`src/rtl/pm_cmd_initiator.sv`:
```
// pm_cmd_initiator: host-side driver of the pm mode/arm lines with retry.
// Optional odd-parity check on responder status: define PM_CMD_PARITY_EN.
module pm_cmd_initiator #(
  parameter int SETTLE_CYC = 2,
  parameter int MAX_RETRY  = 3,
  parameter int TRY_W      = 3
) (
  input  logic             pclk,
  input  logic             prst_n,
  input  logic             cmd_valid,
  output logic             cmd_ready,
  input  logic [1:0]       cmd_op,
  input  logic             cmd_arm,
  output logic             mode_l,
  output logic             mode_m,
  output logic             mode_n,
  output logic             arm_k,
  input  logic             rsp_grant,
  input  logic             rsp_fault,
`ifdef PM_CMD_PARITY_EN
  input  logic             rsp_par,
  output logic             par_err,
`endif
  output logic             done_valid,
  input  logic             done_ready,
  output logic             done_ok,
  output logic             done_fault,
  output logic [TRY_W-1:0] done_tries,
  output logic             busy
);

  localparam int CW = (SETTLE_CYC > 1) ? $clog2(SETTLE_CYC) : 1;
  localparam logic [CW-1:0] SET_LAST =
    (SETTLE_CYC > 0) ? CW'(SETTLE_CYC - 1) : '0;
  localparam logic [TRY_W-1:0] TRY_MAX = TRY_W'(MAX_RETRY + 1);
  localparam logic [3:0] IDLE_CODE = 4'b1000;
  localparam logic [1:0] OP_NOP = 2'b00;

  typedef enum logic [2:0] {
    S_IDLE,
    S_DRIVE,
    S_SETTLE,
    S_SAMPLE,
    S_GAP,
    S_DONE
  } state_t;

  state_t           state_q;
  state_t           state_d;
  logic [1:0]       op_q;
  logic             arm_q;
  logic [3:0]       lines_q;
  logic [3:0]       lines_d;
  logic [TRY_W-1:0] tries_q;
  logic [CW-1:0]    cnt_q;
  logic [CW-1:0]    cnt_d;
  logic             ok_q;
  logic             fault_q;
  logic             take;
  logic             inc_try;
  logic             set_res;
  logic             res_ok;
  logic             res_fault;
  logic             par_ok;
  logic [1:0]       op_src;
  logic             arm_src;

  function automatic logic [3:0] code_of(
    input logic [1:0] op,
    input logic       arm
  );
    logic [3:0] c;
    unique case (op)
      2'b00:   c = IDLE_CODE;
      2'b01:   c = {3'b000, arm};
      2'b10:   c = {3'b011, arm};
      default: c = {3'b010, arm};
    endcase
    return c;
  endfunction

`ifdef PM_CMD_PARITY_EN
  assign par_ok = rsp_grant ^ rsp_fault ^ rsp_par;
`else
  assign par_ok = 1'b1;
`endif

  // State register
  always_ff @(posedge pclk or negedge prst_n) begin
    if (!prst_n) state_q <= S_IDLE;
    else         state_q <= state_d;
  end

  // Next state, handshake decisions and next line code
  always_comb begin
    state_d   = state_q;
    take      = 1'b0;
    inc_try   = 1'b0;
    set_res   = 1'b0;
    res_ok    = 1'b0;
    res_fault = 1'b0;
    cnt_d     = '0;
    unique case (state_q)
      S_IDLE: begin
        if (cmd_valid) begin
          take    = 1'b1;
          state_d = S_DRIVE;
        end
      end
      S_DRIVE: begin
        if (op_q == OP_NOP) begin
          state_d = S_DONE;
          set_res = 1'b1;
          res_ok  = 1'b1;
        end else if (SETTLE_CYC > 0) begin
          state_d = S_SETTLE;
        end else begin
          state_d = S_SAMPLE;
        end
      end
      S_SETTLE: begin
        if (cnt_q == SET_LAST) state_d = S_SAMPLE;
        else                   cnt_d   = cnt_q + CW'(1);
      end
      S_SAMPLE: begin
        if (par_ok && rsp_fault) begin
          state_d   = S_DONE;
          set_res   = 1'b1;
          res_fault = 1'b1;
        end else if (par_ok && rsp_grant) begin
          state_d = S_DONE;
          set_res = 1'b1;
          res_ok  = 1'b1;
        end else if (tries_q < TRY_MAX) begin
          state_d = S_GAP;
        end else begin
          state_d = S_DONE;
          set_res = 1'b1;
        end
      end
      S_GAP: begin
        inc_try = 1'b1;
        state_d = S_DRIVE;
      end
      S_DONE: begin
        if (done_ready) state_d = S_IDLE;
      end
      default: state_d = S_IDLE;
    endcase
    op_src  = take ? cmd_op : op_q;
    arm_src = take ? cmd_arm : arm_q;
    if (state_d inside {S_DRIVE, S_SETTLE, S_SAMPLE})
      lines_d = code_of(op_src, arm_src);
    else
      lines_d = IDLE_CODE;
  end

  // Registered lines, latched command, counters and result
  always_ff @(posedge pclk or negedge prst_n) begin
    if (!prst_n) begin
      lines_q <= IDLE_CODE;
      op_q    <= OP_NOP;
      arm_q   <= 1'b0;
      tries_q <= '0;
      cnt_q   <= '0;
      ok_q    <= 1'b0;
      fault_q <= 1'b0;
    end else begin
      lines_q <= lines_d;
      cnt_q   <= cnt_d;
      if (take) begin
        op_q    <= cmd_op;
        arm_q   <= cmd_arm;
        tries_q <= TRY_W'(1);
      end else if (inc_try) begin
        tries_q <= tries_q + TRY_W'(1);
      end
      if (set_res) begin
        ok_q    <= res_ok;
        fault_q <= res_fault;
      end
    end
  end

`ifdef PM_CMD_PARITY_EN
  // Sticky flag for a status sample with broken parity
  always_ff @(posedge pclk or negedge prst_n) begin
    if (!prst_n)
      par_err <= 1'b0;
    else if (state_q == S_SAMPLE && !par_ok)
      par_err <= 1'b1;
  end
`endif

  assign {mode_l, mode_m, mode_n, arm_k} = lines_q;
  assign cmd_ready  = (state_q == S_IDLE);
  assign busy       = (state_q != S_IDLE);
  assign done_valid = (state_q == S_DONE);
  assign done_ok    = ok_q;
  assign done_fault = fault_q;
  assign done_tries = tries_q;

endmodule

```
`config.mk`:
```
export PLATFORM = sky130hd
export DESIGN_NAME = pm_cmd_initiator
export DESIGN_NICKNAME = d
export VERILOG_FILES = /design/src/rtl/pm_cmd_initiator.sv
export SDC_FILE = /design/constraint.sdc
export NUM_CORES = 1
export LEC_CHECK = 0
export ABC_AREA = 1
export CAP_MARGIN = 20
export CORE_MARGIN = 3
export CORE_UTILIZATION = 42
export DETAILED_ROUTE_END_ITERATION = 10
export PLACE_DENSITY = 0.73
export SLEW_MARGIN = 5
export SYNTH_ARGS = -nofsm -noshare
export SYNTH_HDL_FRONTEND = slang
export SYNTH_SLANG_ARGS = --single-unit
```
`constraint.sdc`:
```
create_clock -name pclk -period 1.2 [get_ports pclk]
set_input_delay 0.24 -clock pclk [delete_from_list [all_inputs] [get_ports pclk]]
set_output_delay 0.24 -clock pclk [all_outputs]
set_load 0.05 [all_outputs]
```
== Yosys cells after proc, flatten, opt, wreduce, memory -nomap -nowiden ==
Index checks and enable logic that the tools add are counted.

* Bits in registers: 16
* Input bits: 9
* Output and inout port bits: 12

* Add/subtract/negate cells: 2
* $lt $le $gt $ge: 1
* Equal/unequal tests: 10
* Muxes and demuxes: 29
* Reductions and logical operators: 6

{| class="wikitable"
|+ Operator list
! operator !! number
|-
| $mux 3 || 6
|-
| $pmux 3 s6 || 1
|-
| $mux 1 || 17
|-
| $eq 3x2->1 const B || 4
|-
| $pmux 4 s3 || 1
|-
| $eq 3x1->1 const B || 2
|-
| $eq 3x3->1 const B || 2
|-
| $reduce_bool 3->1 || 2
|-
| $logic_not 2->1 || 2
|-
| $mux 4 || 1
|-
| $pmux 1 s2 || 2
|-
| $add 3x1->3 const B || 1
|-
| $logic_not 3->1 || 1
|-
| $lt 3x3->1 const B || 1
|-
| $eq 2x1->1 const B || 1
|-
| $eq 2x2->1 const B || 1
|-
| $mux 2 || 1
|-
| $reduce_bool 2->1 || 1
|-
| $add 1x1->1 const B || 1
|}

== Longest topological paths before layout ==
Gate-level depths: netlist of run 1.

* Depth in word-level cells: 8
* Depth in mapped cells: 9
* Depth with buffers taken out: 9

== Worst setup path before layout of run 1 ==
Ideal clock, no wire load.

* Path kind: register -> output
* Start point: register state_q[1]
* End point: output port cmd_ready
* Arrival time: 1.376 ns
* Data required time: 0.960 ns
* Slack: -0.416 ns
* Cell stages (with the launch flop): 4
* Path buffers: 0
* Cells stage by stage: dfrtp_1 nor2_4 nand2_1 inv_1

* Cells in the longest elaborated chain, start to end: 1

{| class="wikitable"
|+ RTL lines
! element !! RTL line !! source
|-
| start, declared || 48 || <nowiki>state_t state_q;</nowiki>
|-
| start signal, assigned || 91 || <nowiki>else state_q <= state_d;</nowiki>
|-
| $logic_not 3->1 || 196 || <nowiki>assign cmd_ready = (state_q == S_IDLE);</nowiki>
|-
| end, declared || 11 || <nowiki>output logic cmd_ready,</nowiki>
|}

No other way between the ends.

== Worst setup path in the final report of run 1 ==
* Start point: register state_q[0]
* End point: output port cmd_ready

The elaborated chain is that of the path after synthesis.

==> run metrics, run 1 <==
Peak VDD IR 2218 µV; io pins 21; largest family of logic cells by synthesized area simple AND/OR/NAND/NOR gates; Overflow after GRT 0; clock skew 0.004981 ns; violated checks negative setup slack; starting density of the core 45.32%; initial antenna violation count 0; compound-cell area share of the yosys netlist 8.920%; worst min path class input pin to async pin; synthesized area per cell 9.190 µm²; IO buf count 20; worst skew pair latency 0.29 ns; EDFF count, synth 0; r2r startpoint state_q[0]; CP Class flip-flop to output port; GPL Wtd Cong 0.7424; Die X 49.63 µm; nets 141; fin util 78.23%; number of global-route vias before repair 774; Synth Area in Adders 1.565%; simple-gate portion of the synthesized area 28.33%; drt wl/cell 12.78 µm; HPWL after DPL 1580 µm; Ys Warns 0; H-tree depth 1; Final Setup Violations 16; Async SR Flop Fraction 100.0%; Pleak 0.6881 nW; Worst-path clk slew 0.10 ns; CP arrival 1.23 ns; TritonCTS buffer count 3; Die Y 49.63 µm; DRT Wirelength 1981 µm; Pre-Repair DR Iteration Count 5; first-pass GRT wire length 3408 µm; min Tclk post-route 1.466 ns; synth top area cells dfrtp_1 (47%), inv_1 (8.0%), nand2_1 (6.6%), dfstp_2 (3.3%), nor2_1 (3.3%); CP Data Required Time 0.96 ns; crit-path max FO 4; largest area contributor in the netlist dfrtp_1; cell count after synthesis 87; setup ws final -0.2664 ns; Synth top cells by count inv_1 (17), dfrtp_1 (15), nand2_1 (14); root buf cell clkbuf_4; core footprint 1764 µm²; maxcap violations 0; dpl ws -0.3308 ns; actual slew at the worst max-slew pin 0.2617 ns; endpoints failing hold 0; Synth Net Count 97; drt drc 0; CTS tree yes; period utilization 122.2%; Vias 731; crit path launch state_q[0]; Synth Flop Type dfrtp_1; vias per cell 4.716; Seq/Total Area, Yosys 50.23%; Hold Worst Slack 0.2682 ns; clock buffer depth 2; share of cells above drive strength 1 52.31%; antenna diode count 0; CTS sink count 16; crit path capture type output port; power per cell area 3208 nW/µm²; area delta synth->final 72.61%; crit path launch type flip-flop; Std-Cell Rows 15; Cell Area, Synth 799.5 µm²; Synth top area share 46.95%; max frequency 0.6819 GHz; most frequent cell after synthesis inv_1; relative max-transition margin 82.39%; Fill cells 133; ANT nets after route 0; Die ar. 2463 µm²; Max Slew Vio Count 0; Yosys reg bits 16; Synth cell types 28; Initial DRC Count 12; setup TNS -2.211 ns; largest net degree at the start of global routing 17; multiplexer share of the synthesized area 0%; XOR/XNOR Fraction of Synth Area 1.095%; RSZ-0062 raised after global routing yes; gr usage total 18.53%; outcome finished with violations
-- flip-flops by register name (all words and copies together), names as in the netlist --
name        cells
lines_q         4
done_tries      3
state_q         3
op_q            2
arm_q           1
cnt_q           1
done_fault      1
done_ok         1
-- path summary, 6_finish.rpt --
| check | endpoint | slack, ns | cells after the start |
|---|---|---|---|
| max | cmd_ready | -0.27 | 5 |
| min | done_ok | 0.27 | 2 |
| max reg2reg | lines_q[0] | -0.21 | 7 |
| min reg2reg | cnt_q | 0.46 | 1 |
| max in group asynchronous | lines_q[3] | 0.68 | 2 |
| min in group pclk | cnt_q | 0.46 | 1 |
-- critical path, stage by stage (launching register included) --
cell and delay (ns):
dfrtp_2 0.45, nor2_4 0.12, buf_6 0.10, nand2_4 0.05
clkinvlp_4 0.08, buf_12 0.13
-- cell type report --
| type | instances | area [µm²] | area share, % |
|---|---|---|---|
| Inverter | 18 | 75.07 | 5.440 |
| Sequential cell | 16 | 407.9 | 29.56 |
| Clock buffer | 4 | 36.28 | 2.629 |
| Tap cell | 25 | 31.28 | 2.267 |
| Multi-Input combinational cell | 52 | 351.6 | 25.48 |
| Timing Repair Buffer | 40 | 478.0 | 34.63 |
-- layout by cell type, fill, tap and decap left out, drive strengths merged --
cell | Yosys | routed
clkinvlp | 0 | 2
inv | 18 | 16
a32o | 1 | 1
dfstp | 1 | 1
buf | 1 | 32
nand3b | 1 | 1
nor3 | 2 | 2
nor2 | 10 | 10
a21o | 1 | 1
xnor2 | 1 | 1
dfrtp | 15 | 15
o22ai | 1 | 1
a21oi | 1 | 1
a22o | 1 | 1
o21ai | 5 | 5
clkbuf | 0 | 4
nor4 | 1 | 1
ha | 1 | 1
clkdlybuf4s50 | 0 | 8
nand4 | 2 | 2
nand2 | 19 | 19
nand3 | 5 | 5
-- through the flow --
step	power, mW	instances	cell area, µm²
6_report	4.427	155	1380
5_1_grt	4.692	155	1380
4_1_cts	4.411	155	1373
3_5_place_dp	3.868	148	1286
3_3_place_gp	3.779	148	1286
2_1_floorplan	2.491	87	818.3
-- routing by layer --
metal  track usage, %  wire length (µm)
met1            21.12               775
met2            33.04              1081
met3            2.719                76
met4            9.677                48
met5                0                 0
-- power by group --
group,switching [mW],internal (mW)
clock network,0.176,0.185
registers,0.246,0.800
logic,1.58,1.44
-- cells by family (layout without fill, tap and decap cells) --
family,count (synthesis),after routing
AND/OR/NAND/NOR,40,40
flip-flops,16,16
XOR/XNOR,1,1
buffers and inverters,19,62
adder cells (fa/ha/maj),1,1
AO/OA/AOI/OAI,10,10
-- timing repair --
item / CTS / global route
endpoints found under the setup margin: 14 / 18
endpoints found under the hold margin: 0 / 0
setup buffers: 4 / 0
hold buffers: 0 / 0
resized for setup: 11 / 3
pin swaps: 2 / 0
(Power assumes the default switching activity.)
==> run 2: changes to the inputs <==
- CORE_UTILIZATION: 42 -> 50
- HOLD_SLACK_MARGIN: not set -> 0.06
- PLACE_DENSITY: 0.73 -> 0.82
- clock period: 1.2 -> 1.7 ns (I/O delays scaled with it)
==> run 2 against run 1 <==
Net effect:
- combinational power shrank 46%
- hold slack gained 0.088 ns
- count of clock-buffer cells in the layout is the same
- clock skew shrank 0.0013 ns
- clock power shrank 30%
- core utilization grew 1.0 points
- first-iteration DRC count grew 25%
- non-clock buffer count shrank 15
- highest routed layer unchanged
- die area shrank 14%
- sequential share of layout area grew 6.8 points
- register-to-register slack gained 0.50 ns
- the run now ends clean
==> run metrics, run 2 (synthesized netlist as in run 1, its figures left out) <==
share of cells above drive strength 1 34.78%; drt drc 0; NetSw 1.269 mW; commonest non-fill, non-tap cell in the layout inv_1; largest reg by FF count lines_q; worst min path class input pin to async pin; Worst-path clk slew 0.09 ns; number of global-route vias before repair 630; max frequency 0.6153 GHz; Clk pwr share 9.8%; Die Y 45.99 µm; area delta synth->final 38.65%; Die X 45.99 µm; Seq pwr share 27.1%; crit path capture type output port; r2r startpoint state_q[0]; ANT nets after route 0; CTS tree yes; Fill cells 98; worst skew pair latency 0.29 ns; TritonCTS buffer count 3; GPL Wtd Cong 0.7532; clock skew 0.003663 ns; io pins 21; worst reg-to-reg path cell count 7; initial antenna violation count 0; IO buf count 20; maxcap violations 0; largest net degree at the start of global routing 12; relative max-transition margin 69.73%; Pleak 0.5949 nW; Hold Worst Slack 0.3564 ns; vias per cell 5.038; commonest non-fill, non-tap cells in the layout inv_1 (16), dfrtp_1 (14), nand2_1 (13), buf_4 (13), clkdlybuf4s50_1 (8); number of flip-flops in the largest register 4; root buf cell clkbuf_4; Max Slew Vio Count 0; Reg2Reg Capture Point lines_q[0]; crit path launch state_q[2]; CP Capture Point cmd_ready; CP Class flip-flop to output port; H-tree depth 1; Initial DRC Count 15; nets 126; CTS sink count 16; endpoints failing hold 0; first-pass GRT wire length 2746 µm; gr usage total 19.22%; CP arrival 1.29 ns; antenna diode count 0; power per cell area 2311 nW/µm²; Vias 655; HPWL after DPL 1437 µm; drt wl/cell 13.65 µm; part of the power in combinational logic 63.1%; clock buffer depth 2; period utilization 95.59%; fin util 79.25%; DRT Wirelength 1775 µm; setup TNS 0 ns; hold_buf cts 0; Sw Ratio 49.53%; Pre-Repair DR Iteration Count 6; RSZ-0062 raised after global routing no; Overflow after GRT 0; actual slew at the worst max-slew pin 0.4526 ns; core footprint 1399 µm²; Std-Cell Rows 13; crit-path max FO 5; Die ar. 2115 µm²; starting density of the core 57.16%; reg2reg setup slack 0.29 ns; outcome complete, no violations; CP Data Required Time 1.36 ns; Internal 1.293 mW; min Tclk post-route 1.625 ns; crit path launch type flip-flop; Peak VDD IR 1406 µV; Final Setup Violations 0
==> run 2: changes by cell type in the layout (fill, tap and decap cells not counted), sizes merged <==
cell      before  now
buf           32   17
clkinvlp       2    1
inv           16   17
==> run 2: what timing repair did <==
item	4_1_cts	5_1_grt
resized for setup	0	1
endpoints found under the setup margin	0	2
buffers inserted	0	3
==> run 2: how the worst min path moves through the flow <==
stage            end    from  slack (ns)  cells past startpoint
6_report       arm_q  prst_n        0.36                      1
5_1_grt        arm_q  prst_n        0.37                      1
4_1_cts        arm_q  prst_n        0.36                      1
3_5_place_dp   cnt_q   cnt_q        0.44                      1
3_3_place_gp   cnt_q   cnt_q        0.41                      1
2_1_floorplan  arm_q  prst_n        0.04                      0
==> run 2: final cells by class <==
type                       count  area, µm²  share of cell area (%)
sequential                    16      402.9                   36.34
multi-input combinational     52      321.6                   29.01
timing repair buffer          25      257.7                   23.25
inverter                      18      71.32                   6.433
clock buffer                   4      36.28                   3.273
tap                           15      18.77                   1.693
==> run 2: power by group through the flow <==
stage | clock network, mW | registers [mW] | logic, mW
2_1_floorplan | 0 | 0.982 | 0.749
3_3_place_gp | 0 | 0.684 | 1.51
3_5_place_dp | 0 | 0.696 | 1.56
4_1_cts | 0.256 | 0.689 | 1.56
5_1_grt | 0.275 | 0.709 | 1.73
6_report | 0.252 | 0.693 | 1.62
==> run 2: per-layer routing <==
metal  wire length, µm  global-route usage [%]  part of all wire (%)
met3                63                   3.162                   3.5
met4                48                   11.36                   2.7
met1               690                   21.75                    39
met5                 0                       0                     0
met2               972                   33.24                    55
==> run 2: through the flow <==
stage	setup WS, ns	cell area (µm²)	total power [mW]	instances
2_1_floorplan	0.2333	805.8	1.731	87
3_3_place_gp	0.1143	1049	2.197	123
3_5_place_dp	0.07981	1049	2.253	123
4_1_cts	0.04103	1085	2.505	127
5_1_grt	0.006008	1109	2.715	130
6_report	0.07490	1109	2.561	130
==> run 2: critical path: stages (launching register included) <==
cell and delay, ns:
dfrtp_1 0.45, inv_1 0.15, nand2_2 0.15, clkinvlp_4 0.11
buf_12 0.15
==> run 3: changes to the inputs <==
- GPL_TIMING_DRIVEN: not set -> 0
==> run 3 against run 2 <==
Net effect:
- global-route usage up 0.27 points
- combinational power down 8%
- first-iteration DRC count down 80%
- clock skew down 0.0020 ns
- critical path depth down 3
- power down 6.5%
- sequential power down 5.3%
- register-to-register slack better by 0.02 ns
- non-clock buffer count unchanged
- final cell count unchanged
- critical path type unchanged
- largest cell class unchanged
==> run metrics, run 3 (synthesized netlist as in run 1, its figures left out) <==
outcome complete, no violations; Initial DRC Count 3; Routed met3 length 73 µm; relative max-transition margin 55.01%; share of cells above drive strength 1 27.83%; crit path capture type output port; min Tclk post-route 1.639 ns; endpoints failing hold 0; commonest non-fill, non-tap cells in the layout inv_1 (15), dfrtp_1 (14), nand2_1 (13), clkdlybuf4s50_1 (8), dlygate4sd2_1 (8); core footprint 1399 µm²; CTS tree yes; Die ar. 2115 µm²; root buf cell clkbuf_4; Fill cells 107; Peak VDD IR 1335 µV; critical path, cell by cell clkdlybuf4s15_1; starting density of the core 57.16%; part of the power in combinational logic 62.2%; placed insts 122; H-tree depth 1; DRT Wirelength 1654 µm; CP Data Required Time 1.36 ns; crit path launch type flip-flop; first-pass GRT wire length 2815 µm; NetSw 1.238 mW; Post-Layout Cell Count 130; fin util 77.10%; clock buffer depth 2; Pre-Repair DR Iteration Count 4; Max Slew Vio Count 0; Vias 653; Internal 1.157 mW; Final Setup Violations 0; delay-heaviest family, CP flip-flops; Seq pwr share 27.4%; number of flip-flops in the largest register 4; antenna diode count 0; crit-path max FO 1; setup ws final 0.06067 ns; vias per cell 5.023; worst min path class flip-flop to flip-flop; Slowest-stage cell, CP dfstp_2; max layer used met4; clock skew 0.001661 ns; largest net degree at the start of global routing 17; RSZ-0062 raised after global routing no; met2 routed WL 800 µm; max frequency 0.6100 GHz; io pins 21; maxcap violations 0; WL met1 757 µm; ANT nets after route 0; worst skew pair latency 0.29 ns; Multi-input gate area 321.6 µm²; total power 2.395 mW; setup TNS 0 ns; dpl ws -0.2485 ns; CP peak stage delay 0.52 ns; gr usage total 19.49%; Sw Ratio 51.67%; number of global-route vias before repair 645; Die X 45.99 µm; GPL Wtd Cong 0.7214; sequential cell area 402.9 µm²; Pleak 0.5879 nW; IO buf count 20; Clk pwr share 10.4%; hold_buf cts 0; nets 126; actual slew at the worst max-slew pin 0.6727 ns; CTS sink count 16; area delta synth->final 34.90%; initial antenna violation count 0; CP arrival 1.30 ns; commonest non-fill, non-tap cell in the layout inv_1; drt drc 0; drt wl/cell 12.72 µm; Overflow after GRT 0; TritonCTS buffer count 3; CP Class flip-flop to output port; Std-Cell Rows 13; Die Y 45.99 µm; reg2reg setup slack 0.31 ns; HPWL after DPL 1274 µm; buffers and inverters on the worst path 1; power per cell area 2221 nW/µm²; Worst-path clk slew 0.09 ns; largest reg by FF count lines_q; period utilization 96.43%
-- run 3: stage by stage --
stage	cell area (µm²)	hold WS, ns
after floorplan	805.8	0.04441
after global placement	1025	0.4134
after detailed placement	1025	0.4256
after CTS	1039	0.4378
after global routing	1079	0.4558
final	1079	0.4427
-- run 3: routing by layer --
metal,track usage [%],vias to the layer above
met3,5.138,3
li1,-,333
met1,25.19,301
met4,8.523,0
met2,30.49,16
met5,0,-
-- run 3: final cells by class --
| type | count | share of cell area (%) |
|---|---|---|
| buffer | 1 | 1.044 |
| multi-input combinational | 52 | 29.81 |
| sequential | 16 | 37.36 |
| clock buffer | 4 | 3.364 |
| timing repair buffer | 24 | 19.72 |
| tap | 15 | 1.740 |
| inverter | 18 | 6.961 |
-- run 3: final timing paths --
check,startpoint,endpoint,cells past startpoint
max,lines_q[3],mode_l,1
min reg2reg,cnt_q,cnt_q,1
min in group asynchronous,prst_n,done_tries[0],1
min,cnt_q,cnt_q,1
max reg2reg,state_q[1],lines_q[0],7
max in group asynchronous,prst_n,state_q[0],1
-- run 3: power groups by stage --
stage	Clock [mW]	Combinational [mW]	Sequential [mW]
2_1_floorplan	0	0.749	0.982
3_3_place_gp	0	1.44	0.665
3_5_place_dp	0	1.49	0.673
4_1_cts	0.259	1.41	0.665
5_1_grt	0.275	1.62	0.681
6_report	0.250	1.49	0.656
-- run 3: what timing repair did --
item                                    in CTS  in global routing
setup buffers                                0                  4
pin swaps                                    0                  1
gates resized for setup                     26                  4
endpoints found under the setup margin      12                  4
